==> config.mk <==
export PLATFORM = sky130hd
export DESIGN_NAME = alu_arbiter_flat
export DESIGN_NICKNAME = d
export VERILOG_FILES = /design/src/rtl/alu_arbiter_if.sv /design/src/rtl/alu_arbiter.sv /design/src/flat_wrapper.sv
export SDC_FILE = /design/constraint.sdc
export NUM_CORES = 1
export LEC_CHECK = 0
export CELL_PAD_IN_SITES_DETAIL_PLACEMENT = 1
export CELL_PAD_IN_SITES_GLOBAL_PLACEMENT = 1
export CORE_MARGIN = 4
export CORE_UTILIZATION = 34
export DETAILED_ROUTE_END_ITERATION = 10
export PLACE_DENSITY_LB_ADDON = 0.1
export SETUP_SLACK_MARGIN = 0.15
export SLEW_MARGIN = 20
export SYNTH_ARGS = -nofsm -noshare
export SYNTH_HDL_FRONTEND = slang
export SYNTH_SLANG_ARGS = --single-unit
==> constraint.sdc <==
create_clock -name clk -period 2.52 [get_ports clk]
set_clock_uncertainty 0.1 [all_clocks]
set_input_delay 0.252 -clock clk [delete_from_list [all_inputs] [get_ports clk]]
set_output_delay 0.252 -clock clk [all_outputs]
set_load 0.03 [all_outputs]
==> src/rtl/alu_arbiter_if.sv <==
// Bundle between two ALU requesters, the shared combinational ALU and the response consumer.
// The slave view belongs to alu_arbiter; the master view is the surrounding environment.
interface alu_arbiter_if;
  logic       req0_valid;
  logic       req1_valid;
  logic       req0_ready;
  logic       req1_ready;
  logic [2:0] req0_op;
  logic [2:0] req1_op;
  logic [3:0] req0_a;
  logic [3:0] req0_b;
  logic [3:0] req1_a;
  logic [3:0] req1_b;
  logic [2:0] alu_op;
  logic [3:0] alu_a;
  logic [3:0] alu_b;
  logic [3:0] alu_result;
  logic       alu_overflow;
  logic       alu_zero;
  logic       rsp_valid;
  logic       rsp_ready;
  logic       rsp_id;
  logic [3:0] rsp_result;
  logic       rsp_overflow;
  logic       rsp_zero;

  modport slave (
    input  req0_valid, req1_valid, req0_op, req1_op, req0_a, req0_b, req1_a, req1_b,
    input  alu_result, alu_overflow, alu_zero, rsp_ready,
    output req0_ready, req1_ready, alu_op, alu_a, alu_b,
    output rsp_valid, rsp_id, rsp_result, rsp_overflow, rsp_zero
  );

  modport master (
    output req0_valid, req1_valid, req0_op, req1_op, req0_a, req0_b, req1_a, req1_b,
    output alu_result, alu_overflow, alu_zero, rsp_ready,
    input  req0_ready, req1_ready, alu_op, alu_a, alu_b,
    input  rsp_valid, rsp_id, rsp_result, rsp_overflow, rsp_zero
  );
endinterface

==> src/rtl/alu_arbiter.sv <==
// Two-requester arbiter for one shared combinational ALU: accept, execute, hold response.
// Round-robin or fixed priority; counts completed operations that overflowed (saturating).
module alu_arbiter #(
  parameter int PRIO_RR = 1,
  parameter int OVF_W   = 8
) (
  input  logic             clk,
  input  logic             rst_n,
  alu_arbiter_if.slave     bus,
  output logic             busy,
  output logic [OVF_W-1:0] ovf_count
);
  localparam logic [1:0] IDLE = 2'd0;
  localparam logic [1:0] EXEC = 2'd1;
  localparam logic [1:0] RESP = 2'd2;

  logic [1:0] state;
  logic       last_served;
  logic       grant;
  logic       accept;

  always_comb begin
    grant = 1'b0;
    if (bus.req0_valid && bus.req1_valid)
      grant = (PRIO_RR != 0) ? ~last_served : 1'b0;
    else if (bus.req1_valid)
      grant = 1'b1;
  end

  assign accept         = (state == IDLE) && (bus.req0_valid || bus.req1_valid);
  assign bus.req0_ready = (state == IDLE) && !grant && bus.req0_valid;
  assign bus.req1_ready = (state == IDLE) &&  grant && bus.req1_valid;
  assign bus.rsp_valid  = (state == RESP);
  assign busy           = (state != IDLE);

  always_ff @(posedge clk or negedge rst_n) begin
    if (!rst_n) begin
      state            <= IDLE;
      last_served      <= 1'b1;
      bus.alu_op       <= '0;
      bus.alu_a        <= '0;
      bus.alu_b        <= '0;
      bus.rsp_id       <= 1'b0;
      bus.rsp_result   <= '0;
      bus.rsp_overflow <= 1'b0;
      bus.rsp_zero     <= 1'b0;
      ovf_count        <= '0;
    end else begin
      case (state)
        IDLE: begin
          if (accept) begin
            state       <= EXEC;
            last_served <= grant;
            bus.rsp_id  <= grant;
            bus.alu_op  <= grant ? bus.req1_op : bus.req0_op;
            bus.alu_a   <= grant ? bus.req1_a  : bus.req0_a;
            bus.alu_b   <= grant ? bus.req1_b  : bus.req0_b;
          end
        end
        EXEC: begin
          bus.rsp_result   <= bus.alu_result;
          bus.rsp_overflow <= bus.alu_overflow;
          bus.rsp_zero     <= bus.alu_zero;
          if (bus.alu_overflow && (ovf_count != '1))
            ovf_count <= ovf_count + 1'b1;
          state <= RESP;
        end
        RESP: begin
          if (bus.rsp_ready)
            state <= IDLE;
        end
        default: state <= IDLE;
      endcase
    end
  end
endmodule
==> src/flat_wrapper.sv <==
// flat-port wrapper written by rule: the top's interface ports become plain ports
module alu_arbiter_flat 
#(
  parameter int PRIO_RR = 1,
  parameter int OVF_W   = 8
)
  (clk, rst_n, busy, ovf_count, bus_req0_valid, bus_req1_valid, bus_req0_op, bus_req1_op, bus_req0_a, bus_req0_b, bus_req1_a, bus_req1_b, bus_alu_result, bus_alu_overflow, bus_alu_zero, bus_rsp_ready, bus_req0_ready, bus_req1_ready, bus_alu_op, bus_alu_a, bus_alu_b, bus_rsp_valid, bus_rsp_id, bus_rsp_result, bus_rsp_overflow, bus_rsp_zero);
  alu_arbiter_if bus_i ();
  input  logic clk;
  input  logic rst_n;
  output logic busy;
  output logic [OVF_W-1:0] ovf_count;
  input wire logic [$bits(bus_i.req0_valid)-1:0] bus_req0_valid;
  input wire logic [$bits(bus_i.req1_valid)-1:0] bus_req1_valid;
  input wire logic [$bits(bus_i.req0_op)-1:0] bus_req0_op;
  input wire logic [$bits(bus_i.req1_op)-1:0] bus_req1_op;
  input wire logic [$bits(bus_i.req0_a)-1:0] bus_req0_a;
  input wire logic [$bits(bus_i.req0_b)-1:0] bus_req0_b;
  input wire logic [$bits(bus_i.req1_a)-1:0] bus_req1_a;
  input wire logic [$bits(bus_i.req1_b)-1:0] bus_req1_b;
  input wire logic [$bits(bus_i.alu_result)-1:0] bus_alu_result;
  input wire logic [$bits(bus_i.alu_overflow)-1:0] bus_alu_overflow;
  input wire logic [$bits(bus_i.alu_zero)-1:0] bus_alu_zero;
  input wire logic [$bits(bus_i.rsp_ready)-1:0] bus_rsp_ready;
  output wire logic [$bits(bus_i.req0_ready)-1:0] bus_req0_ready;
  output wire logic [$bits(bus_i.req1_ready)-1:0] bus_req1_ready;
  output wire logic [$bits(bus_i.alu_op)-1:0] bus_alu_op;
  output wire logic [$bits(bus_i.alu_a)-1:0] bus_alu_a;
  output wire logic [$bits(bus_i.alu_b)-1:0] bus_alu_b;
  output wire logic [$bits(bus_i.rsp_valid)-1:0] bus_rsp_valid;
  output wire logic [$bits(bus_i.rsp_id)-1:0] bus_rsp_id;
  output wire logic [$bits(bus_i.rsp_result)-1:0] bus_rsp_result;
  output wire logic [$bits(bus_i.rsp_overflow)-1:0] bus_rsp_overflow;
  output wire logic [$bits(bus_i.rsp_zero)-1:0] bus_rsp_zero;
  assign bus_i.req0_valid = bus_req0_valid;
  assign bus_i.req1_valid = bus_req1_valid;
  assign bus_i.req0_op = bus_req0_op;
  assign bus_i.req1_op = bus_req1_op;
  assign bus_i.req0_a = bus_req0_a;
  assign bus_i.req0_b = bus_req0_b;
  assign bus_i.req1_a = bus_req1_a;
  assign bus_i.req1_b = bus_req1_b;
  assign bus_i.alu_result = bus_alu_result;
  assign bus_i.alu_overflow = bus_alu_overflow;
  assign bus_i.alu_zero = bus_alu_zero;
  assign bus_i.rsp_ready = bus_rsp_ready;
  assign bus_req0_ready = bus_i.req0_ready;
  assign bus_req1_ready = bus_i.req1_ready;
  assign bus_alu_op = bus_i.alu_op;
  assign bus_alu_a = bus_i.alu_a;
  assign bus_alu_b = bus_i.alu_b;
  assign bus_rsp_valid = bus_i.rsp_valid;
  assign bus_rsp_id = bus_i.rsp_id;
  assign bus_rsp_result = bus_i.rsp_result;
  assign bus_rsp_overflow = bus_i.rsp_overflow;
  assign bus_rsp_zero = bus_i.rsp_zero;
  alu_arbiter #(.PRIO_RR(PRIO_RR), .OVF_W(OVF_W)) u_core (.clk(clk), .rst_n(rst_n), .bus(bus_i), .busy(busy), .ovf_count(ovf_count));
endmodule
======== After elaboration in Yosys (flattened, before gate mapping) ========
Index checks and enable logic that the tools add are counted.
word-level totals
  logic and storage cells ................. 39
  output and inout bits ................... 30
  input port bits ......................... 33
  bits in registers ....................... 29
operators by class
  add/subtract/negate cells ............... 1
  multiplexer cells ....................... 8
  bitwise logic cells ..................... 1
  reductions and logical operators ........ 14
  eq/ne operators ......................... 5
operators by type and width
  kind                   number
  $add A8 B1 Y8 const B  1
  $mux W4                2
  $ne A8 B8 Y1 const B   1
  $logic_and A1 B1 Y1    7
  $pmux W2 S3            1
  $reduce_and A2 Y1      3
  $mux W2                2
  $mux W3                1
  $eq A2 B1 Y1 const B   1
  $eq A2 B2 Y1 const B   1
  $logic_not A2 Y1       1
  $mux W1                2
  $ne A2 B1 Y1 const B   1
  $ne A2 B2 Y1 const B   1
  $reduce_bool A2 Y1     1
  $logic_not A1 Y1       1
  $logic_or A1 B1 Y1     1
  $not A1 Y1             1

======== Longest topological paths before layout ========
Gate-level depths: netlist of run 1.
  word-level depth ........................ 5
  gate-level depth with buffers ........... 4
  mapped depth without buffers ............ 4

======== Least setup slack after synthesis of run 1 ========
OpenSTA, ideal clock, no wires.
  path kind ............................... register to register
  start point ............................. register u_core.ovf_count[0]
  end point ............................... register u_core.ovf_count[1]
  data required time ...................... 2.292 ns
  setup time .............................. 0.128 ns
  stages on the path, launching flop included .. 5
  arrival time ............................ 1.543 ns
  clock period less this slack ............ 1.770 ns
  slack ................................... 0.750 ns
  path buffers ............................ 0
  cell sequence ........................... dfrtp_1 -> ha_1 -> nand4_1 -> o21ai_1 -> mux2_1
between the ends
  cells in the longest elaborated chain, start to end .. 3
  elaborated cells on any way between the ends .. 4
ends and longest elaborated chain
  element                                                line               RTL
  start: declaration                                     alu_arbiter.sv:11  output logic [OVF_W-1:0] ovf_count
  start signal: assignment                               alu_arbiter.sv:65  ovf_count <= ovf_count + 1'b1;
  branches (longest 3 deep; another with $add A8 B1 Y8)  n/a
Parallel ways; which one is timed is not known.
A chain may end at the register's enable or synchronous reset.

======== Worst setup path in the final report of run 1 ========
  start point ............................. register u_core.state[1]
  end point ............................... output port bus_req0_ready
between the ends
  cells in the longest elaborated chain, start to end .. 3
ends and longest elaborated chain
  element                           line                RTL
  start: declaration                alu_arbiter.sv:17   logic [1:0] state;
  start signal: assignment          alu_arbiter.sv:38   state <= IDLE;
  start signal: assignment          alu_arbiter.sv:52   state <= EXEC;
  start signal: assignment          alu_arbiter.sv:66   state <= RESP;
  $logic_not A2 Y1                  alu_arbiter.sv:31   assign bus.req0_ready = (state == IDLE) && !grant && bus.req0_valid;
  $logic_and A1 B1 Y1 (2 in a row)  alu_arbiter.sv:31
  end: declaration                  flat_wrapper.sv:25  output wire logic [$bits(bus_i.req0_ready)-1:0] bus_req0_ready;
Every way passes these cells.

==> results.txt, run 1 <==
- Adding up every negative setup slack in the final design gives 0 ns.
* Series of cell instances along the critical path: nor2_2 -> nand2_1 -> nor2_1 -> clkdlybuf4s50_1
* Number of buffer cells added on primary ports: 62
* Startpoint type of the worst setup path: register
- Unique cell type count in the Yosys netlist: 29
- Critical path start-end classification: register to output pin
- At the worst endpoint, the arrival time is 1.84 ns.
- Num ports: 63
* Max H-tree Level: 2
- A synthesized cell averages 13.5 µm².
- The clock net in this run drives a total of 29 sinks.
- Static timing analysis puts the maximum clock frequency at 455 MHz.
- Rows: 22
- Syn Nets: 136
- The wire-length estimate of the detail-placed layout is 2560 µm.
- Floorplan die area: 0.00513 mm²
- The routed layout has 1051 vias.
- Of the total synthesized cell area, the portion taken by XOR and XNOR cells is 0.0255.
- Total standard cell area after synthesis: 0.00138 mm²
- For this run, the total global-route usage over all layers was measured as 0.140.
- VDD sags by at most 0.671 mV.
- Outcome: finished, final reports clean
- Once layout is complete, the utilization of the core stands at 0.568.
- Fin cells: 220
* Post-CTS repair timing setup buffer count: 0
- In this run, post-CTS repair resized a total of 0 instances.
- Routability congestion estimate: 0.747
- Yosys reg bits: 29
- Of the total synthesized cell area, the portion taken by AND, OR, NAND and NOR gates is 0.0764.
- Max Transition Viols Final: 0
* Cell Count Post-Placement: 212
* Maximum number of pins on one net before global-route repair: 30
- TritonCTS clock tree: yes
- The floorplan step set the die height to 71.6 µm.
- Setup violations remaining at the end of the flow were counted as 0.
- Number of fill cells: 397
- Sequential cell area fraction in the yosys report: 0.529
* Actual transition at the worst max-transition pin: 0.374 ns
- Mux contribution to synthesized area: 0.276
- TritonRoute pass-1 iters: 4
* CTS Hold Bufs: 0
* Initial antenna violation count: 0
* Source-to-sink clock delay at the later pin of the worst-skew pair: 0.27 ns
* Worst-case clock buffer depth: 2
- Antenna violation net count after detailed routing: 0
- Final Hold Violating Endpoints: 0
- # DRC: 0
- Worst min-delay path class: input port to async pin
- The first global-routing pass estimated 5550 µm of wire.
* Worst relative slew slack: 0.750
- Worst hold slack: 0.272 ns
- Placement-stage cell area: 0.00206 mm²
- Total detailed-routing wirelength: 3250 µm
- Global routing finished with a remaining overflow of 0.
- Final Critical Period: 2.20 ns
- Via density per instance: 4.78
* Required time worst endpoint: 2.17 ns
* Worst Reg2Reg Path Length in Cells: 4
- In this run, CTS created clock tree buffers numbering 5.
- Ant diodes: 0
- Setup repair after global routing left no endpoint under its margin.
- Dominant combinational cell family by area after synthesis: multiplexers
- Post-Synthesis Cells: 102
* Critical-path maximum fanout: 6
- The share of synthesized area in the top cell type comes to 0.510.
* Fraction of layout instances using a drive strength above 1: 0.198
* Adder-cell share of the synthesized area: 0.00910
* Share of the cycle needed by the critical path after routing: 0.872
- Yosys warning total: 0
- Synth Area in Compound Gates: 0.0555
- Total power density per cell area: 1200 mW/mm²
* Library cell with the largest summed area after synthesis: sky130_fd_sc_hd__dfrtp_1
- Max-cap violations in this run came to 0.
- Slowest stage delay, CP: 0.69 ns
- Clock-pin slew was measured on the worst setup and hold paths at 0.06 ns.
* Buffer cell driving the clock tree root: sky130_fd_sc_hd__clkbuf_8
* Post-route standard cell area excluding fillers: 0.00214 mm²
- STA classifies the critical path endpoint as an output pin.
- The final layout contains 205 nets.
- Leakage: 0.919 nW
- The via count of the first global-routing pass is 1189.
- The area growth from synthesis to layout is 55.7%.
- By area the synthesized netlist is led by sky130_fd_sc_hd__dfrtp_1, sky130_fd_sc_hd__mux2_1, sky130_fd_sc_hd__mux2_2.
* Wire length per cell after detailed routing: 14.8 µm
* Initial drt markers: 37
- In this run the critical register-to-register path is launched from u_core.ovf_count[0].
- The setup check on the worst reg-to-reg path leaves a slack of 0.79 ns.
- The slowest stage of the critical path is the sky130_fd_sc_hd__clkdlybuf4s50_1 cell.
- The initial utilization of the core area, before any placement, comes to 0.365.
* Die Wd: 71.6 µm
- The worst register-to-register path ends at u_core.ovf_count[1].
- Core ar.: 0.00377 mm²
==> report_power, final <==
part	leakage, nW	internal (mW)	switching (mW)
Combinational	0.523	0.663	0.736
Clock	0.0450	0.191	0.169
Sequential	0.352	0.681	0.139
==> cells in the mapped netlist, drive strengths merged <==
| master | number |
|---|---|
| and2 | 3 |
| clkbuf | 1 |
| a21boi | 1 |
| nand3 | 1 |
| a31oi | 1 |
| inv | 4 |
| o2111ai | 1 |
| a21o | 2 |
| and3 | 1 |
| ha | 1 |
| mux2 | 31 |
| a21oi | 1 |
| nand2b | 3 |
| dfrtp | 28 |
| o21ai | 3 |
| dfstp | 1 |
| xnor2 | 4 |
| o211ai | 2 |
| nand4 | 3 |
| buf | 3 |
| nor2 | 2 |
| nor3b | 1 |
| nand2 | 3 |
| and3b | 1 |
==> layout make-up <==
type,instances,area (µm²),share of cell area
inverter,4,15.0,0.00701
timing repair buffer,66,648,0.303
sequential,29,727,0.340
clock buffer,6,72.6,0.0339
tap,48,60.1,0.0281
multi-input combinational,65,608,0.284
clock inverter,2,10.0,0.00468
==> per-layer routing <==
metal  routed length [µm]  part of all wire  global-route usage  up-vias
met1                 1230              0.38               0.153      512
li1                     -                 -                   -      499
met5                    0                 0                   0        -
met3                  298             0.092              0.0701        2
met2                 1710              0.53               0.242       38
met4                    9            0.0028              0.0376        0
==> cell usage in the layout, fill, tap and decap left out <==
master	n
sky130_fd_sc_hd__nand4_1	3
sky130_fd_sc_hd__dfrtp_1	28
sky130_fd_sc_hd__mux2_2	11
sky130_fd_sc_hd__a21boi_2	1
sky130_fd_sc_hd__nor3b_1	1
sky130_fd_sc_hd__a21oi_1	1
sky130_fd_sc_hd__nand2b_1	3
sky130_fd_sc_hd__mux2_4	8
sky130_fd_sc_hd__buf_4	5
sky130_fd_sc_hd__ha_1	1
sky130_fd_sc_hd__nor2_2	1
sky130_fd_sc_hd__clkinv_2	2
sky130_fd_sc_hd__clkdlybuf4s50_1	61
sky130_fd_sc_hd__clkbuf_1	1
sky130_fd_sc_hd__clkbuf_8	5
sky130_fd_sc_hd__o21ai_1	2
sky130_fd_sc_hd__and2_1	3
sky130_fd_sc_hd__o211ai_1	2
sky130_fd_sc_hd__nand3_1	1
sky130_fd_sc_hd__and3_1	1
sky130_fd_sc_hd__xnor2_1	4
sky130_fd_sc_hd__inv_1	4
sky130_fd_sc_hd__o2111ai_1	1
sky130_fd_sc_hd__a31oi_1	1
sky130_fd_sc_hd__nor2_1	1
sky130_fd_sc_hd__mux2_1	12
sky130_fd_sc_hd__nand2_1	3
sky130_fd_sc_hd__a21o_1	2
sky130_fd_sc_hd__dfstp_2	1
sky130_fd_sc_hd__o21ai_0	1
sky130_fd_sc_hd__and3b_1	1
==> worst max-delay path by stage <==
stage / to / slack [ns] / startpoint / depth (start not counted)
floorplan: u_core.ovf_count[1] / 0.75 / u_core.ovf_count[0] / 4
detailed placement: bus_req0_ready / 0.47 / bus_req0_valid / 4
CTS: bus_req0_ready / 0.31 / u_core.state[1] / 4
finish: bus_req0_ready / 0.32 / u_core.state[1] / 4
global placement: bus_req0_ready / 0.48 / bus_req0_valid / 4
global route: bus_req0_ready / 0.23 / u_core.state[1] / 4
==> sequential cells by signal, summed over array words and instances, names as in the netlist <==
signal                   flops
u_core.bus.alu_a             4
u_core.state                 2
u_core.bus.alu_b             4
u_core.bus.rsp_result        4
u_core.bus.rsp_overflow      1
u_core.last_served           1
u_core.bus.rsp_id            1
u_core.bus.alu_op            3
u_core.ovf_count             8
u_core.bus.rsp_zero          1
==> logic make-up (layout without fill, tap and decap cells) <==
family                   Yosys count  count (layout)
AO/OA/AOI/OAI                     11              11
XOR/XNOR                           4               4
buffers and inverters              8              78
adder cells (fa/ha/maj)            1               1
AND/OR/NAND/NOR                   18              18
multiplexers                      31              31
flip-flops                        29              29
==> through the flow <==
step	worst slack, ns	total power, mW
2_1_floorplan	0.750	1.64
3_3_place_gp	0.479	2.21
3_5_place_dp	0.474	2.24
4_1_cts	0.314	2.62
5_1_grt	0.228	2.75
6_report	0.323	2.58
==> worst max-delay path, delay by kind of cell (launching register included) <==
family	cells	cell delay (ns)
buffers and inverters	1	0.69
DFF	1	0.41
and+or+nand+nor	3	0.48
(Power assumes the default switching activity.)
==> run 2, diff against run 1 <==
--- a/config.mk
+++ b/config.mk
@@ -5,7 +5,7 @@
 export SDC_FILE = /design/constraint.sdc
 export NUM_CORES = 1
 export LEC_CHECK = 0
-export CELL_PAD_IN_SITES_DETAIL_PLACEMENT = 1
+export CELL_PAD_IN_SITES_DETAIL_PLACEMENT = 0
 export CELL_PAD_IN_SITES_GLOBAL_PLACEMENT = 1
 export CORE_MARGIN = 4
 export CORE_UTILIZATION = 34
==> results.txt, run 2 (same netlist as run 1, synthesis figures left out) <==
- For this run, the slowest stage of the critical path takes 0.69 ns.
* Floorplan die area: 0.00513 mm²
* Total power density per cell area: 1270 mW/mm²
* Initial drt markers: 52
- Wire length of the first global-routing pass: 5180 µm
* Total number of vias: 1027
- Maximum vdd ir drop: 0.556 mV
* Most common library cell in the layout ignoring fill and taps: sky130_fd_sc_hd__clkdlybuf4s50_1
- Clock-pin slew was measured on the worst setup and hold paths at 0.07 ns.
- Final-report setup violation count: 0
- For this run, the total global-route usage over all layers was measured as 0.131.
- The pre-antenna-repair detailed-routing pass consisted of 4 iterations.
- The worst path meets setup with 0.345 ns of slack.
- The initial utilization of the core area, before any placement, comes to 0.365.
- Global-route track usage on met1: 0.141
- Source-to-sink clock delay at the later pin of the worst-skew pair: 0.28 ns
- Worst-case clock buffer depth: 2
- Measured along the x axis, the die boundary spans 71.6 µm.
* Leakage: 0.943 nW
- The via count of the first global-routing pass was 1100.
* Series of cell instances along the critical path: nor2_2 -> nand2_1 -> nor2_1 -> clkdlybuf4s50_1
* Final Critical Period: 2.18 ns
- Detailed placement HPWL: 2290 µm
- TritonCTS clock tree: yes
- Critical path start-end classification: register to output pin
- CTS resizes: 0
* Worst relative slew slack: 0.756
- Maximum number of pins on one net before global-route repair: 30
- STA puts the critical path data arrival time at 1.82 ns.
- Setup crit end kind: output pin
* Place WS: 0.472 ns
* Max H-tree Level: 2
* Final Hold Violating Endpoints: 0
- Max-capacitance violation count: 0
- The number of antenna diodes in the final layout is 0.
* Final-stage net count: 205
- Worst min-delay path class: input port to async pin
* Rows: 22
- Buffers added to address setup during post-CTS repair amount to 0.
- Most used routing layer: met2
- Buffers inserted to repair hold after CTS numbered 0.
- In the finished design, the share of the clock period the worst path needs comes to 0.863.
* Outcome: finished, final reports clean
- Counting every sink on the clock net gives 29.
- In the final routed layout, each cell accounts on average for 13.4 µm.
- In this run the vertical extent of the chip is 71.6 µm.
- The library cells used most frequently in the layout, excluding fill and tap cells, are sky130_fd_sc_hd__clkdlybuf4s50_1, sky130_fd_sc_hd__dfrtp_1, sky130_fd_sc_hd__mux2_1.
- Reg with most FFs: u_core.ovf_count
- Routability-driven placement finished with a final weighted congestion of 0.747.
- The number of buffers and inverters on the critical path is 1.
* Antenna violation net count after detailed routing: 0
- At the pin with the least slew margin, the transition time is 0.367 ns.
- Clock tree synthesis inserted a total of 5 buffers.
- Of the cells placed in the final design, the portion with a size suffix greater than 1 is 0.203.
- Timing-limited maximum frequency: 460 MHz
- The worst setup path is launched from a register.
- The count of buffers added on input and output ports is 62.
- Met3 Resource Use GR: 0.0701
- For the final routed database, the setup TNS stands at 0 ns.
- Total detailed-routing wirelength: 2950 µm
- Setup repair after global routing missed its margin: false
* Critical-path maximum fanout: 6
- Max Transition Viols Final: 0
- The initial antenna violation count is 0.
- The root buffer cell chosen for the clock tree is sky130_fd_sc_hd__clkbuf_8.
- The register with the most flip-flops in the layout has 8 of them.
- GRT met2 Usage: 0.218
- CP max stage cell: sky130_fd_sc_hd__clkdlybuf4s50_1
- Top Family by Delay on Critical Path: buffers and inverters
- Aggregate global routing overflow: 0
- # DRC: 0
- Synth-to-layout area growth: 59.4%
- Num ports: 63
- Data on the critical path is required at its endpoint by 2.17 ns.
- The core region is 0.00377 mm².
- Via density per instance: 4.67
-- run 2: cell count changes in the layout (fill, tap and decap cells not counted), sizes merged --
cell	previous run	this run
bufinv	0	2
clkbuf	6	5
clkinv	2	1
-- run 2: worst register-to-register path, stage by stage, from the launching register on --
cell and delay [ns]:
sky130_fd_sc_hd__dfrtp_1 0.41, sky130_fd_sc_hd__ha_1 0.21, sky130_fd_sc_hd__nand4_1 0.24, sky130_fd_sc_hd__o21ai_1 0.29
sky130_fd_sc_hd__mux2_1 0.34
-- run 2: stage by stage --
stage	std cells	total power, mW	cell area, µm²	utilization	hold WS, ns
after floorplan	102	1.64	1380	-	-0.144
final	220	2.78	2190	0.581	0.255
after global routing	220	2.94	2190	0.581	0.302
after global placement	212	2.21	2060	0.546	0.359
after detailed placement	212	2.23	2060	0.546	0.366
after CTS	220	2.82	2190	0.581	0.264
-- run 2: area by class of cell --
| cell class | instances | area [µm²] |
|---|---|---|
| clock buffer | 5 | 68.8 |
| multi-input combinational | 65 | 608 |
| tap | 48 | 60.1 |
| fill | 317 | 1580 |
| clock inverter | 3 | 65.1 |
| timing repair buffer | 66 | 648 |
| sequential | 29 | 727 |
| inverter | 4 | 15.0 |
-- run 2: final timing paths --
check                           slack (ns)  cells after the start                    start                       end
worst min register to register        0.38                      1  u_core.bus.rsp_overflow   u_core.bus.rsp_overflow
worst min-delay path                  0.25                      2                    rst_n  u_core.bus.rsp_result[2]
min in group clk                      0.38                      1  u_core.bus.rsp_overflow   u_core.bus.rsp_overflow
max in group asynchronous             1.76                      2                    rst_n        u_core.last_served
worst max register to register        0.82                      4      u_core.ovf_count[0]       u_core.ovf_count[1]
worst max-delay path                  0.34                      4          u_core.state[1]            bus_req0_ready
-- run 2: layer usage --
layer  part of all wire  up-vias
li1                   -      498
met1               0.40      483
met2               0.49       41
met3              0.098        5
met4              0.013        0
met5                  0        -
-- run 2: power breakdown --
part           switching (mW)  internal [mW]
clock                   0.177          0.393
combinational           0.727          0.663
sequential              0.138          0.681
==> run 3, diff against run 2 <==
--- a/config.mk
+++ b/config.mk
@@ -7,10 +7,10 @@
 export LEC_CHECK = 0
 export CELL_PAD_IN_SITES_DETAIL_PLACEMENT = 0
 export CELL_PAD_IN_SITES_GLOBAL_PLACEMENT = 1
-export CORE_MARGIN = 4
 export CORE_UTILIZATION = 34
 export DETAILED_ROUTE_END_ITERATION = 10
 export PLACE_DENSITY_LB_ADDON = 0.1
+export RECOVER_POWER = 25
 export SETUP_SLACK_MARGIN = 0.15
 export SLEW_MARGIN = 20
 export SYNTH_ARGS = -nofsm -noshare
==> results.txt, run 3 (same netlist as run 1, synthesis figures left out) <==
- Counting both buffers and inverters, the worst setup path holds a total of 1.
- Derived from the worst setup path, the maximum achievable clock frequency is 476 MHz.
- Detailed placement HPWL: 2120 µm
- CTS sink cnt: 29
- Data arrives at the worst endpoint at 1.75 ns.
- The die is 65.6 µm wide.
- In this run the static leakage power is 0.921 nW.
- Across the run, the number of max-cap violations was 1.
* Total number of vias: 1047
- The library cell used most frequently in the layout, excluding fill and tap cells, is sky130_fd_sc_hd__clkdlybuf4s50_1.
- Power, Total: 2.61 mW
- Global routing usage summed across all routing layers: 0.151
* TritonRoute pass-1 iters: 4
- Source-to-sink clock delay at the later pin of the worst-skew pair: 0.28 ns
* Final Worst Setup Slack: 0.419 ns
- Initial antenna violation count: 0
* Worst min-delay path class: register to register
- For the pin with the worst max-slew slack, the measured transition is 1.58 ns.
* Critical path start-end classification: register to output pin
* Most frequent cells in the layout: sky130_fd_sc_hd__clkdlybuf4s50_1, sky130_fd_sc_hd__dfrtp_1, sky130_fd_sc_hd__mux2_1
* Num ports: 63
* Post-CTS repair timing setup buffer count: 0
* Fin cells: 219
* Floorplan die area: 0.00430 mm²
- Rows: 22
* Final-report setup violation count: 0
- The tree is rooted in a sky130_fd_sc_hd__clkbuf_8.
- TritonCTS clock tree: yes
* Via density per instance: 4.78
- Total number of cells along the worst setup path: 4
- No sink is reached through more buffers than the 2 on the longest clock path.
- In the finished design, the share of the clock period the worst path needs comes to 0.834.
* CTS resizes: 0
- Cell depth of the worst min-delay path: 1
- Maximum number of pins on one net before global-route repair: 30
- Aggregate global routing overflow: 0
* Top Family by Delay on Critical Path: buffers and inverters
* Total detailed-routing wirelength: 2860 µm
- Required time worst endpoint: 2.17 ns
- Die Y: 65.6 µm
- Fraction of layout instances using a drive strength above 1: 0.193
- For this design the ratio of total power to cell area is 1210 mW/mm².
- After the last flow step, the layout net total stands at 204.
* Routability congestion estimate: 0.702
* Final Hold Violating Endpoints: 0
- STA classifies the critical path endpoint as an output pin.
- In this run the remaining antenna-violating nets after routing total 0.
- From synthesis to final layout, the design area changed by 56.2%.
- Critical-path maximum fanout: 6
- After the first detailed-routing iteration, the DRC count stood at 69.
- Final Critical Period: 2.10 ns
* Wire length of the first global-routing pass: 4750 µm
- The flow ran to the end, but the final reports show violations.
- Effective utilization at floorplan: 0.365
- Number of flip-flops under the largest register name: 8
* Core ar.: 0.00377 mm²
* Series of cell instances along the critical path: nor2_2 -> nand2_1 -> nor2_1 -> clkdlybuf4s50_1
- Setup total negative slack on the finished layout was measured at 0 ns.
- After detailed routing, the number of remaining DRC violations is 0.
- Reg with most FFs: u_core.ovf_count
- Dividing the detail-routed wire length by the instance count gives 13.1 µm.
* Worst Reg2Reg Path Length in Cells: 4
- In this run the tool buffered the top-level ports with 62 buffer cells.
- Headroom to the max-slew limit came out at -0.0538.
- CTS Hold Bufs: 0
- The H-tree was split into 2 levels.
- Ant diodes: 0
- Setup repair after global routing left no endpoint under its margin.
- STA classifies the critical path startpoint as a register.
- Timing analysis after detailed placement gives a worst setup slack of 0.508 ns.
* Max Transition Viols Final: 30
* Cell Count Post-Placement: 211
- The via count of the first global-routing pass came to 1029.
* Clock-pin transition on the worst setup and hold timing paths: 0.06 ns
* CP max stage cell: sky130_fd_sc_hd__clkdlybuf4s50_1
- TritonCTS created 5 clock buffers.
* Slowest stage delay, CP: 0.67 ns
- The checks that failed: max-capacitance violations, max-slew violations.
- The worst-case IR drop observed on VDD is 0.488 mV.
run 3: path summary, 6_finish.rpt:
| path | from | slack, ns | endpoint |
|---|---|---|---|
| worst max-delay path | u_core.state[1] | 0.42 | bus_req0_ready |
| worst min register to register | u_core.bus.rsp_overflow | 0.38 | u_core.bus.rsp_overflow |
| max in group asynchronous | rst_n | 0.60 | u_core.bus.alu_b[0] |
| worst max register to register | u_core.ovf_count[0] | 0.80 | u_core.ovf_count[1] |
| min in group asynchronous | rst_n | 0.80 | u_core.bus.rsp_result[0] |
| worst min-delay path | u_core.bus.rsp_overflow | 0.38 | u_core.bus.rsp_overflow |
run 3: power breakdown:
part	internal (mW)	switching [mW]
sequential	0.681	0.136
clock	0.246	0.176
combinational	0.652	0.716
total	1.58	1.03
run 3: metrics by stage:
step | utilization | area (µm²) | hold WS (ns)
after floorplan | - | 1380 | -0.144
after global placement | 0.544 | 2050 | 0.358
after detailed placement | 0.544 | 2050 | 0.367
after CTS | 0.571 | 2150 | 0.275
after global routing | 0.570 | 2150 | 0.419
final | 0.570 | 2150 | 0.378
run 3: final cells by class:
type / count / area, µm²
clock inverters: 1 / 5.00
clock buffers: 7 / 96.3
repair buffers: 65 / 637
inverters: 4 / 15.0
multi-input cells: 65 / 608
well taps: 48 / 60.1
flip-flops and latches: 29 / 727
fillers: 312 / 1620
run 3: per-layer routing:
metal  track usage  vias to the layer above  wire length (µm)
met5             0                        -                 0
met4        0.0571                        0                49
met3        0.0694                        5               229
met2         0.250                       42              1430
met1         0.168                      507              1150
li1              -                      493                 -
